$ cat config.mk
export PLATFORM = sky130hd
export DESIGN_NAME = vgroup_retire_tracker
export DESIGN_NICKNAME = d
export VERILOG_FILES = /design/src/rtl/vgroup_pkg.sv /design/src/rtl/vgroup_mask_gen.sv /design/src/rtl/vgroup_retire_tracker.sv
export SDC_FILE = /design/constraint.sdc
export NUM_CORES = 1
export LEC_CHECK = 0
export ABC_CLOCK_PERIOD_IN_PS = 2600
export BUFFER_PORTS_ARGS = -buffer_cell sky130_fd_sc_hd__buf_2
export CORE_UTILIZATION = 52
export CTS_CLUSTER_SIZE = 14
export DETAILED_ROUTE_END_ITERATION = 6
export GPL_ROUTABILITY_DRIVEN = 1
export HOLD_SLACK_MARGIN = 0.12
export PLACE_DENSITY = 0.78
export REMOVE_ABC_BUFFERS = 1
export SYNTH_ARGS = -nofsm -noshare
export SYNTH_HDL_FRONTEND = slang
export SYNTH_SLANG_ARGS = --single-unit
$ cat constraint.sdc
create_clock -name clk -period 2.6 [get_ports clk]
set_input_delay 0.52 -clock clk [delete_from_list [all_inputs] [get_ports clk]]
set_output_delay 0.52 -clock clk [all_outputs]
set_load 0.01 [all_outputs]
$ cat src/rtl/vgroup_pkg.sv
// Shared definitions for the vector-group issue/retire path: LMUL encodings,
// the LMUL decode used by both the grouping selector and the retire tracker,
// and the retire tracker state type.
package vgroup_pkg;

    localparam logic [2:0] LMUL_1 = 3'b000;
    localparam logic [2:0] LMUL_2 = 3'b001;
    localparam logic [2:0] LMUL_4 = 3'b010;
    localparam logic [2:0] LMUL_8 = 3'b011;

    localparam int VREG_ADDR_W = 5;

    typedef enum logic {
        IDLE,
        COLLECT
    } state_e;

    // Encodings with the top bit set are reserved and map to the caller's
    // configured maximum group size.
    function automatic logic [3:0] lmul_decode(input logic [2:0] enc,
                                               input logic [3:0] reserved_total);
        logic [3:0] total;
        case (enc)
            LMUL_1:  total = 4'd1;
            LMUL_2:  total = 4'd2;
            LMUL_4:  total = 4'd4;
            LMUL_8:  total = 4'd8;
            default: total = reserved_total;
        endcase
        return total;
    endfunction

endpackage

$ cat src/rtl/vgroup_mask_gen.sv
// Builds the set of registers covered by a group: total consecutive registers
// starting at base, wrapping around the top of the register file.
module vgroup_mask_gen
    import vgroup_pkg::*;
#(
    parameter int NUM_VREGS = 32
) (
    input  logic [VREG_ADDR_W-1:0] base_i,
    input  logic [3:0]             total_i,
    output logic [NUM_VREGS-1:0]   mask_o
);

    // A register is covered when its wrapped distance from base is below total.
    always_comb begin
        logic [VREG_ADDR_W-1:0] offset;
        mask_o = '0;
        offset = '0;
        for (int i = 0; i < NUM_VREGS; i++) begin
            offset = VREG_ADDR_W'(i) - base_i;
            if ({1'b0, offset} < {{(VREG_ADDR_W-3){1'b0}}, total_i}) begin
                mask_o[i] = 1'b1;
            end
        end
    end

endmodule

$ cat src/rtl/vgroup_retire_tracker.sv
// Retire tracker for grouped vector instructions: records the group at issue,
// marks its destinations busy, retires in-order writebacks, pulses group_done
// on the last one and offers a busy-register hazard check for the next op.
module vgroup_retire_tracker
    import vgroup_pkg::*;
#(
    parameter int NUM_VREGS = 32,
    parameter int MAX_LMUL  = 8
) (
    input  logic                   clk,
    input  logic                   reset,
    input  logic                   start_valid,
    output logic                   start_ready,
    input  logic [4:0]             start_rdest,
    input  logic [2:0]             start_lmul,
    input  logic                   wb_valid,
    input  logic [4:0]             wb_rd,
    input  logic                   flush,
    input  logic [4:0]             chk_raA,
    input  logic [4:0]             chk_raB,
    input  logic [4:0]             chk_rdest,
    output logic                   hazard,
    output logic [NUM_VREGS-1:0]   busy_mask,
    output logic [3:0]             remaining,
    output logic                   group_active,
    output logic                   group_done,
    output logic                   err
);

    localparam logic [3:0] RESERVED_TOTAL = 4'(MAX_LMUL);

    state_e                 state_q, state_d;
    logic [NUM_VREGS-1:0]   busy_q, busy_d;
    logic [3:0]             remaining_q, remaining_d;
    logic [4:0]             expected_q, expected_d;
    logic                   done_q, done_d;
    logic                   err_q, err_d;

    logic [3:0]             start_total;
    logic [NUM_VREGS-1:0]   start_mask;

    assign start_total = lmul_decode(start_lmul, RESERVED_TOTAL);

    vgroup_mask_gen #(
        .NUM_VREGS (NUM_VREGS)
    ) u_mask_gen (
        .base_i  (start_rdest),
        .total_i (start_total),
        .mask_o  (start_mask)
    );

    // Next-state logic: flush overrides everything, protocol errors only set err.
    always_comb begin
        state_d     = state_q;
        busy_d      = busy_q;
        remaining_d = remaining_q;
        expected_d  = expected_q;
        done_d      = 1'b0;
        err_d       = err_q;

        if (flush) begin
            state_d     = IDLE;
            busy_d      = '0;
            remaining_d = '0;
        end else begin
            case (state_q)
                IDLE: begin
                    if (wb_valid) begin
                        err_d = 1'b1;
                    end
                    if (start_valid) begin
                        state_d     = COLLECT;
                        busy_d      = start_mask;
                        remaining_d = start_total;
                        expected_d  = start_rdest;
                    end
                end
                COLLECT: begin
                    if (wb_valid) begin
                        if (wb_rd == expected_q) begin
                            busy_d[wb_rd] = 1'b0;
                            expected_d    = expected_q + 5'd1;
                            remaining_d   = remaining_q - 4'd1;
                            if (remaining_q == 4'd1) begin
                                state_d = IDLE;
                                done_d  = 1'b1;
                            end
                        end else begin
                            err_d = 1'b1;
                        end
                    end
                end
                default: begin
                    state_d = IDLE;
                end
            endcase
        end
    end

    // State and bookkeeping registers with synchronous reset.
    always_ff @(posedge clk) begin
        if (reset) begin
            state_q     <= IDLE;
            busy_q      <= '0;
            remaining_q <= '0;
            expected_q  <= '0;
            done_q      <= 1'b0;
            err_q       <= 1'b0;
        end else begin
            state_q     <= state_d;
            busy_q      <= busy_d;
            remaining_q <= remaining_d;
            expected_q  <= expected_d;
            done_q      <= done_d;
            err_q       <= err_d;
        end
    end

    assign start_ready  = (state_q == IDLE);
    assign group_active = (state_q == COLLECT);
    assign group_done   = done_q;
    assign err          = err_q;
    assign remaining    = remaining_q;
    assign busy_mask    = busy_q;
    assign hazard       = busy_q[chk_raA] | busy_q[chk_raB] | busy_q[chk_rdest];

endmodule

# Word-level counts from Yosys, hierarchy flattened
# Index checks and enable logic that the tools add are counted.
[op_classes] addsub=34 n_lt_le_gt_ge=37 eq_ne=9 mux=63 bitwise=8 reduce_logical=7
[ops] operator="$lt A5 B4 Y1" n=32
[ops] operator="$mux W32" n=3
[ops] operator="$sub A5 B5 Y5 const A" n=16
[ops] operator="$pmux W32 S2" n=1
[ops] operator="$mux W1" n=44
[ops] operator="$sub A4 B5 Y5 const A" n=8
[ops] operator="$and A32 B32 Y32" n=1
[ops] operator="$not A32 Y32" n=1
[ops] operator="$lt A5 B6 Y1 const B" n=4
[ops] operator="$sub A3 B5 Y5 const A" n=4
[ops] operator="$bmux W1 S5" n=3
[ops] operator="$mux W5" n=3
[ops] operator="$mux W4" n=3
[ops] operator="$pmux W4 S3" n=1
[ops] operator="$pmux W5 S2" n=1
[ops] operator="$sub A1 B5 Y5 const A" n=2
[ops] operator="$sub A2 B5 Y5 const A" n=2
[ops] operator="$pmux W4 S2" n=1
[ops] operator="$reduce_and A4 Y1" n=2
[ops] operator="$ne A2 B2 Y1 const B" n=3
[ops] operator="$add A5 B1 Y5 const B" n=1
[ops] operator="$demux W1 S5" n=1
[ops] operator="$eq A5 B5 Y1" n=1
[ops] operator="$ge A5 B1 Y1 const B" n=1
[ops] operator="other kinds (13)" n=19
[totals] reg_bits=44 inputBits=33 elab_cells=164

# Logic depth before layout (Yosys ltp)
[depth] depth_word=9 mapped_depth=8 mapped_depth_nobuf=8

# Modules after synthesis
# From an unflattened synthesis, not the netlist that was laid out.
[unflattened] hier_cells=560 area_unflattened_um2=4594.4
[by_module_without_submodules] mod="vgroup_retire_tracker" n_inst=1 cells_each=345 area_each_um2=3031.7 seq_area_each_um2=880.8
[by_module_without_submodules] mod="vgroup_mask_gen" n_inst=1 cells_each=215 area_each_um2=1562.7 seq_area_each_um2=0.0

# Least setup slack after synthesis
# OpenSTA, ideal clock, no wires.
[synth_timing] kind="input to output" start="input chk_rdest[2]" end="output hazard" t_arrival_ns=2.084 slack_ns=-0.004 path_stages=6 n_path_buf=1 path_cell_list="buf_2 -> mux4_2 -> mux4_2 -> mux2i_1 -> o31a_1 -> nand3_1"
[synth_between] elab_chain_cells=3
[synth_lines] element="from (decl)" line_no="vgroup_retire_tracker.sv:21" rtl="input logic [4:0] chk_rdest,"
[synth_lines] element="$bmux W1 S5" line_no="vgroup_retire_tracker.sv:125" rtl="assign hazard = busy_q[chk_raA] | busy_q[chk_raB] | busy_q[chk_rdest];"
[synth_lines] element="$mux W1 (implied by the code)" line_no="vgroup_retire_tracker.sv:125"
[synth_lines] element="$or A1 B1 Y1" line_no="vgroup_retire_tracker.sv:125"
[synth_lines] element="to (decl)" line_no="vgroup_retire_tracker.sv:22" rtl="output logic hazard,"
# No other way between the ends. The select of a mux whose other input is x is not followed.

# Worst setup path after layout
[layout_timing] start="register busy_q[4] (netlist: busy_mask[4])" end="output hazard"
[layout_between] elab_chain_cells=4 elab_cells_between_ends=8
[layout_lines] element="from (decl)" line_no="vgroup_retire_tracker.sv:33" rtl="logic [NUM_VREGS-1:0] busy_q, busy_d;"
[layout_lines] element="from (signal assigned)" line_no="vgroup_retire_tracker.sv:111" rtl="busy_q <= busy_d;"
[layout_lines] element="$bmux W1 S5" line_no="vgroup_retire_tracker.sv:125"
[layout_lines] element="$mux W1 (implied by the code)" line_no="vgroup_retire_tracker.sv:125"
[layout_lines] element="$or A1 B1 Y1" line_no="vgroup_retire_tracker.sv:125"
[layout_lines] element="$or A1 B1 Y1 (*)" line_no="vgroup_retire_tracker.sv:125"
# Every way passes the cells marked *; elsewhere a longest branch is shown, timed or not. The select of a mux whose other input is x is not followed.

==> insert_results.sql <==
INSERT INTO impl_metrics (metric_group, metric, value, unit) VALUES
('placement', 'place_area', '4880', 'sq um'),
('clock_network', 'cts_max_level', '2', ''),
('critical_path', 'cp.depth', '6', ''),
('layout', 'synthToLayoutAreaGrowth', '19.0', '%'),
('clock_network', 'tritoncts', 'built', ''),
('critical_path', 'worstSetupEndpointType', 'output port', ''),
('run_status', 'violations', 'setup timing', ''),
('layout', 'design_area', '5040', 'sq um'),
('clock_network', 'cts.root.buffer_cell', 'sky130_fd_sc_hd__clkbuf_8', ''),
('sta', 'final_max_slew_viol_count', '0', ''),
('drt', 'number_of_remaining_drc_errors', '0', ''),
('run_status', 'status', 'finished with violations', ''),
('global_route', 'global_route_wire_length_before_repair', '21.9', 'mm'),
('layout', 'final_core_util', '64.5', '%'),
('global_route', 'grt_antenna_before_repair', '1', ''),
('global_route', 'overflow_after_grt', '0', ''),
('critical_path', 'launch_point_of_the_worst_reg_to_reg_path', 'expected_q[3]', ''),
('power_and_ir_drop', 'power.ir.vdd_worst', '0.346', 'mV'),
('floorplan', 'fp.dieW', '92.2', 'um'),
('sta', 'period_minus_slack', '2630', 'ps'),
('sta', 'worst_slack', '-33.2', 'ps'),
('critical_path', 'crit_slowest_cell', 'sky130_fd_sc_hd__mux4_2', ''),
('clock_network', 'clkSlewWorstSetupHoldPaths', '80', 'ps'),
('sta', 'max_freq', '380', 'MHz'),
('sta', 'hold_ws', '475', 'ps'),
('drt', 'detailroute.via_count', '4523', ''),
('clock_network', 'cts_buffers', '5', ''),
('layout', 'final_net_count', '669', ''),
('global_route', 'grt_start_max_net_pins', '40', ''),
('critical_path', 'worst_reg_to_reg_cells', '6', ''),
('sta', 'report.final.hold_viol_count', '0', ''),
('clock_network', 'clock_sink_count', '44', ''),
('clock_network', 'cts-root-to-sink-buffers', '2', ''),
('yosys', 'synthFlopType', 'sky130_fd_sc_hd__dfxtp_1', ''),
('yosys', 'synth-seq-area-share', '20.8', '%'),
('yosys', 'synth_seq_cells', '44', ''),
('yosys', 'avgSynthCellArea', '8.35', 'sq um'),
('yosys', 'mappedNetlistArea', '4230', 'sq um'),
('critical_path', 'critical-path-top-cell-by-count', 'sky130_fd_sc_hd__mux4_2', ''),
('drt', 'drt_iter0_markers', '426', ''),
('floorplan', 'die-area', '8510', 'sq um'),
('yosys', 'synth_cell_type_count', '53', ''),
('critical_path', 'timing.critical_path.max_delay_family', 'multiplexers', ''),
('critical_path', 'worst_ep_arrival_time', '2110', 'ps'),
('power_and_ir_drop', 'power_per_cell_area', '355', 'nW/um^2'),
('yosys', 'postSynth.asyncResetShare', '0', '%'),
('drt', 'first_pass_iters', '6', ''),
('critical_path', 'r2r_setup_slk', '740', 'ps'),
('power_and_ir_drop', 'leakage', '2.26', 'nW'),
('layout', 'antenna_cells_inserted', '0', ''),
('critical_path', 'worst_path_cell_trace', 'mux4_2 -> mux4_2 -> mux2i_1 -> o31a_1 -> nand3_1 -> buf_2', ''),
('floorplan', 'core.rowCount', '32', ''),
('yosys', 'synth_edf_count', '0', ''),
('critical_path', 'critical_path.startpoint', 'busy_mask[4]', ''),
('job', 'max_cap_viol_count', '0', ''),
('critical_path', 'timing.critical_path.to', 'hazard', ''),
('sta', 'finalSetupViolations', '1', ''),
('sta', 'finalCritPeriodShare', '101', '%'),
('critical_path', 'worstPathRequired', '2080', 'ps'),
('yosys', 'yosys_warnings', '0', ''),
('drt', 'routed_wirelength', '13.8', 'mm'),
('placement', 'place.port_buffers', '73', ''),
('placement', 'routabilityCongestion', '0.927', ''),
('sta', 'worst_margin_slew', '641', 'ps'),
('global_route', 'first_global_vias', '4285', ''),
('clock_network', 'cts_hold_buffers', '0', ''),
('floorplan', 'fp.dieH', '92.2', 'um'),
('layout', 'fraction_of_layout_instances_using_a_drive_strength_above_1', '29.3', '%'),
('min_path', 'timing.hold.worst.start', 'start_valid', ''),
('drt', 'via_per_inst', '6.51', ''),
('critical_path', 'timing.critical_path.buf_inv', '1', '');
[state kept, by name (all words and copies together) (netlist names)]
name          count
group_active      1
remaining         4
busy_mask        32
err               1
expected_q        5
group_done        1
[placed cells by master (no fill, tap or decap), types with 20 or more instances in the layout]
cell,n
sky130_fd_sc_hd__a21oi_1,28
sky130_fd_sc_hd__a32o_1,21
sky130_fd_sc_hd__buf_2,71
sky130_fd_sc_hd__buf_4,40
sky130_fd_sc_hd__dfxtp_1,30
sky130_fd_sc_hd__ha_1,43
sky130_fd_sc_hd__inv_1,26
sky130_fd_sc_hd__mux4_2,20
sky130_fd_sc_hd__nand2_1,58
sky130_fd_sc_hd__nor2_1,27
sky130_fd_sc_hd__o21ai_0,44
sky130_fd_sc_hd__xnor2_1,21
[cells by family (layout without fill, tap and decap cells)]
logic type | count (synthesis) | count (layout) | share of synthesized area, %
simple gates | 148 | 148 | 16.9
compound gates | 147 | 147 | 23.7
buf+inv | 62 | 148 | 5.88
flops | 44 | 44 | 20.8
fa+ha+maj | 43 | 43 | 12.7
mux | 32 | 32 | 13.6
xor+xnor | 31 | 31 | 6.41
[per-layer routing]
metal	up-vias	GRT usage, %	part of all wire (%)
met5	-	0	0.10
met4	2	14.3	4.5
li1	2034	-	-
met1	2140	40.7	39
met2	286	56.8	47
met3	61	5.56	9.3
[stage by stage]
step	setup WS, ps	instances	total power (W)	setup TNS (ps)
5_1_grt	-107	695	0.00188	-107
2_1_floorplan	-435	472	0.00110	-9120
4_1_cts	-21.1	693	0.00177	-21.1
3_3_place_gp	-156	683	0.00134	-156
6_report	-33.2	695	0.00179	-33.2
3_5_place_dp	-168	683	0.00136	-168
[cell usage after synthesis, types with 2 or more instances]
| cell type | n | area, sq um |
|---|---|---|
| sky130_fd_sc_hd__buf_2 | 7 | 35.0 |
| sky130_fd_sc_hd__o22ai_1 | 3 | 18.8 |
| sky130_fd_sc_hd__buf_1 | 3 | 11.3 |
| sky130_fd_sc_hd__a2111oi_0 | 3 | 26.3 |
| sky130_fd_sc_hd__nor2_1 | 28 | 105 |
| sky130_fd_sc_hd__o21a_1 | 2 | 15.0 |
| sky130_fd_sc_hd__nand2b_1 | 8 | 50.1 |
| sky130_fd_sc_hd__clkbuf_1 | 23 | 86.3 |
| sky130_fd_sc_hd__nand3b_1 | 5 | 37.5 |
| sky130_fd_sc_hd__and3_1 | 2 | 12.5 |
| sky130_fd_sc_hd__a21oi_1 | 28 | 140 |
| sky130_fd_sc_hd__a31o_2 | 9 | 78.8 |
| sky130_fd_sc_hd__o211ai_1 | 2 | 15.0 |
| sky130_fd_sc_hd__or4_1 | 2 | 15.0 |
| sky130_fd_sc_hd__o31ai_1 | 2 | 15.0 |
| sky130_fd_sc_hd__nor2b_1 | 8 | 50.1 |
| sky130_fd_sc_hd__or2_2 | 2 | 12.5 |
| sky130_fd_sc_hd__mux4_2 | 20 | 450 |
| sky130_fd_sc_hd__mux2i_1 | 8 | 80.1 |
| sky130_fd_sc_hd__nor3b_1 | 2 | 15.0 |
| sky130_fd_sc_hd__dfxtp_1 | 44 | 881 |
| sky130_fd_sc_hd__a211oi_1 | 8 | 60.1 |
| sky130_fd_sc_hd__ha_1 | 43 | 538 |
| sky130_fd_sc_hd__xor2_1 | 10 | 87.6 |
| sky130_fd_sc_hd__xnor2_1 | 21 | 184 |
| sky130_fd_sc_hd__nand2_1 | 58 | 218 |
| sky130_fd_sc_hd__nand3_1 | 7 | 35.0 |
| sky130_fd_sc_hd__nor3_1 | 14 | 70.1 |
| sky130_fd_sc_hd__o21ai_0 | 44 | 220 |
| sky130_fd_sc_hd__a41o_1 | 2 | 20.0 |
| sky130_fd_sc_hd__o21bai_1 | 3 | 22.5 |
| sky130_fd_sc_hd__buf_4 | 2 | 15.0 |
| sky130_fd_sc_hd__or3b_2 | 3 | 26.3 |
| sky130_fd_sc_hd__a32o_1 | 21 | 210 |
| sky130_fd_sc_hd__inv_1 | 26 | 97.6 |
| sky130_fd_sc_hd__mux2_2 | 4 | 45.0 |
| sky130_fd_sc_hd__nor4_1 | 4 | 25.0 |
| sky130_fd_sc_hd__a21o_1 | 11 | 82.6 |
[worst min path at each step]
stage                         end  slack (ps)  depth (start not counted)
detailed placement            err         470                          2
global route         group_active         500                          3
finish               group_active         480                          3
floorplan           expected_q[0]         480                          2
global placement              err         450                          2
CTS                  group_active         480                          3
[repair_timing]
| item | CTS | global route |
|---|---|---|
| endpoints found under the setup margin | 1 | 1 |
| gates resized for setup | 18 | 5 |
| setup buffers | 3 | 2 |
[power breakdown]
group / switching, W / internal (W)
sequential: 0.0000312 / 0.000698
clock: 0.000231 / 0.000183
combinational: 0.000375 / 0.000270
[worst reg2reg max path: cells and delay by family, from the launching register on]
family                    cells  cell delay (ps)
AOI/OAI and AO/OA             2              540
and+or+nand+nor               2              470
DFF                           1              340
buffers and inverters         1              220
xor gates and xnor gates      1              170
[cell type report]
type                            count  area [sq um]
Tap cell                          102           128
Multi-Input combinational cell    401          3110
Inverter                           27           101
Sequential cell                    44           908
Fill cell                         695          2770
Timing Repair Buffer              114           716
Clock buffer                        6          72.6
Clock inverter                      1          5.00
Note: power is estimated with default switching activity, not from simulation.
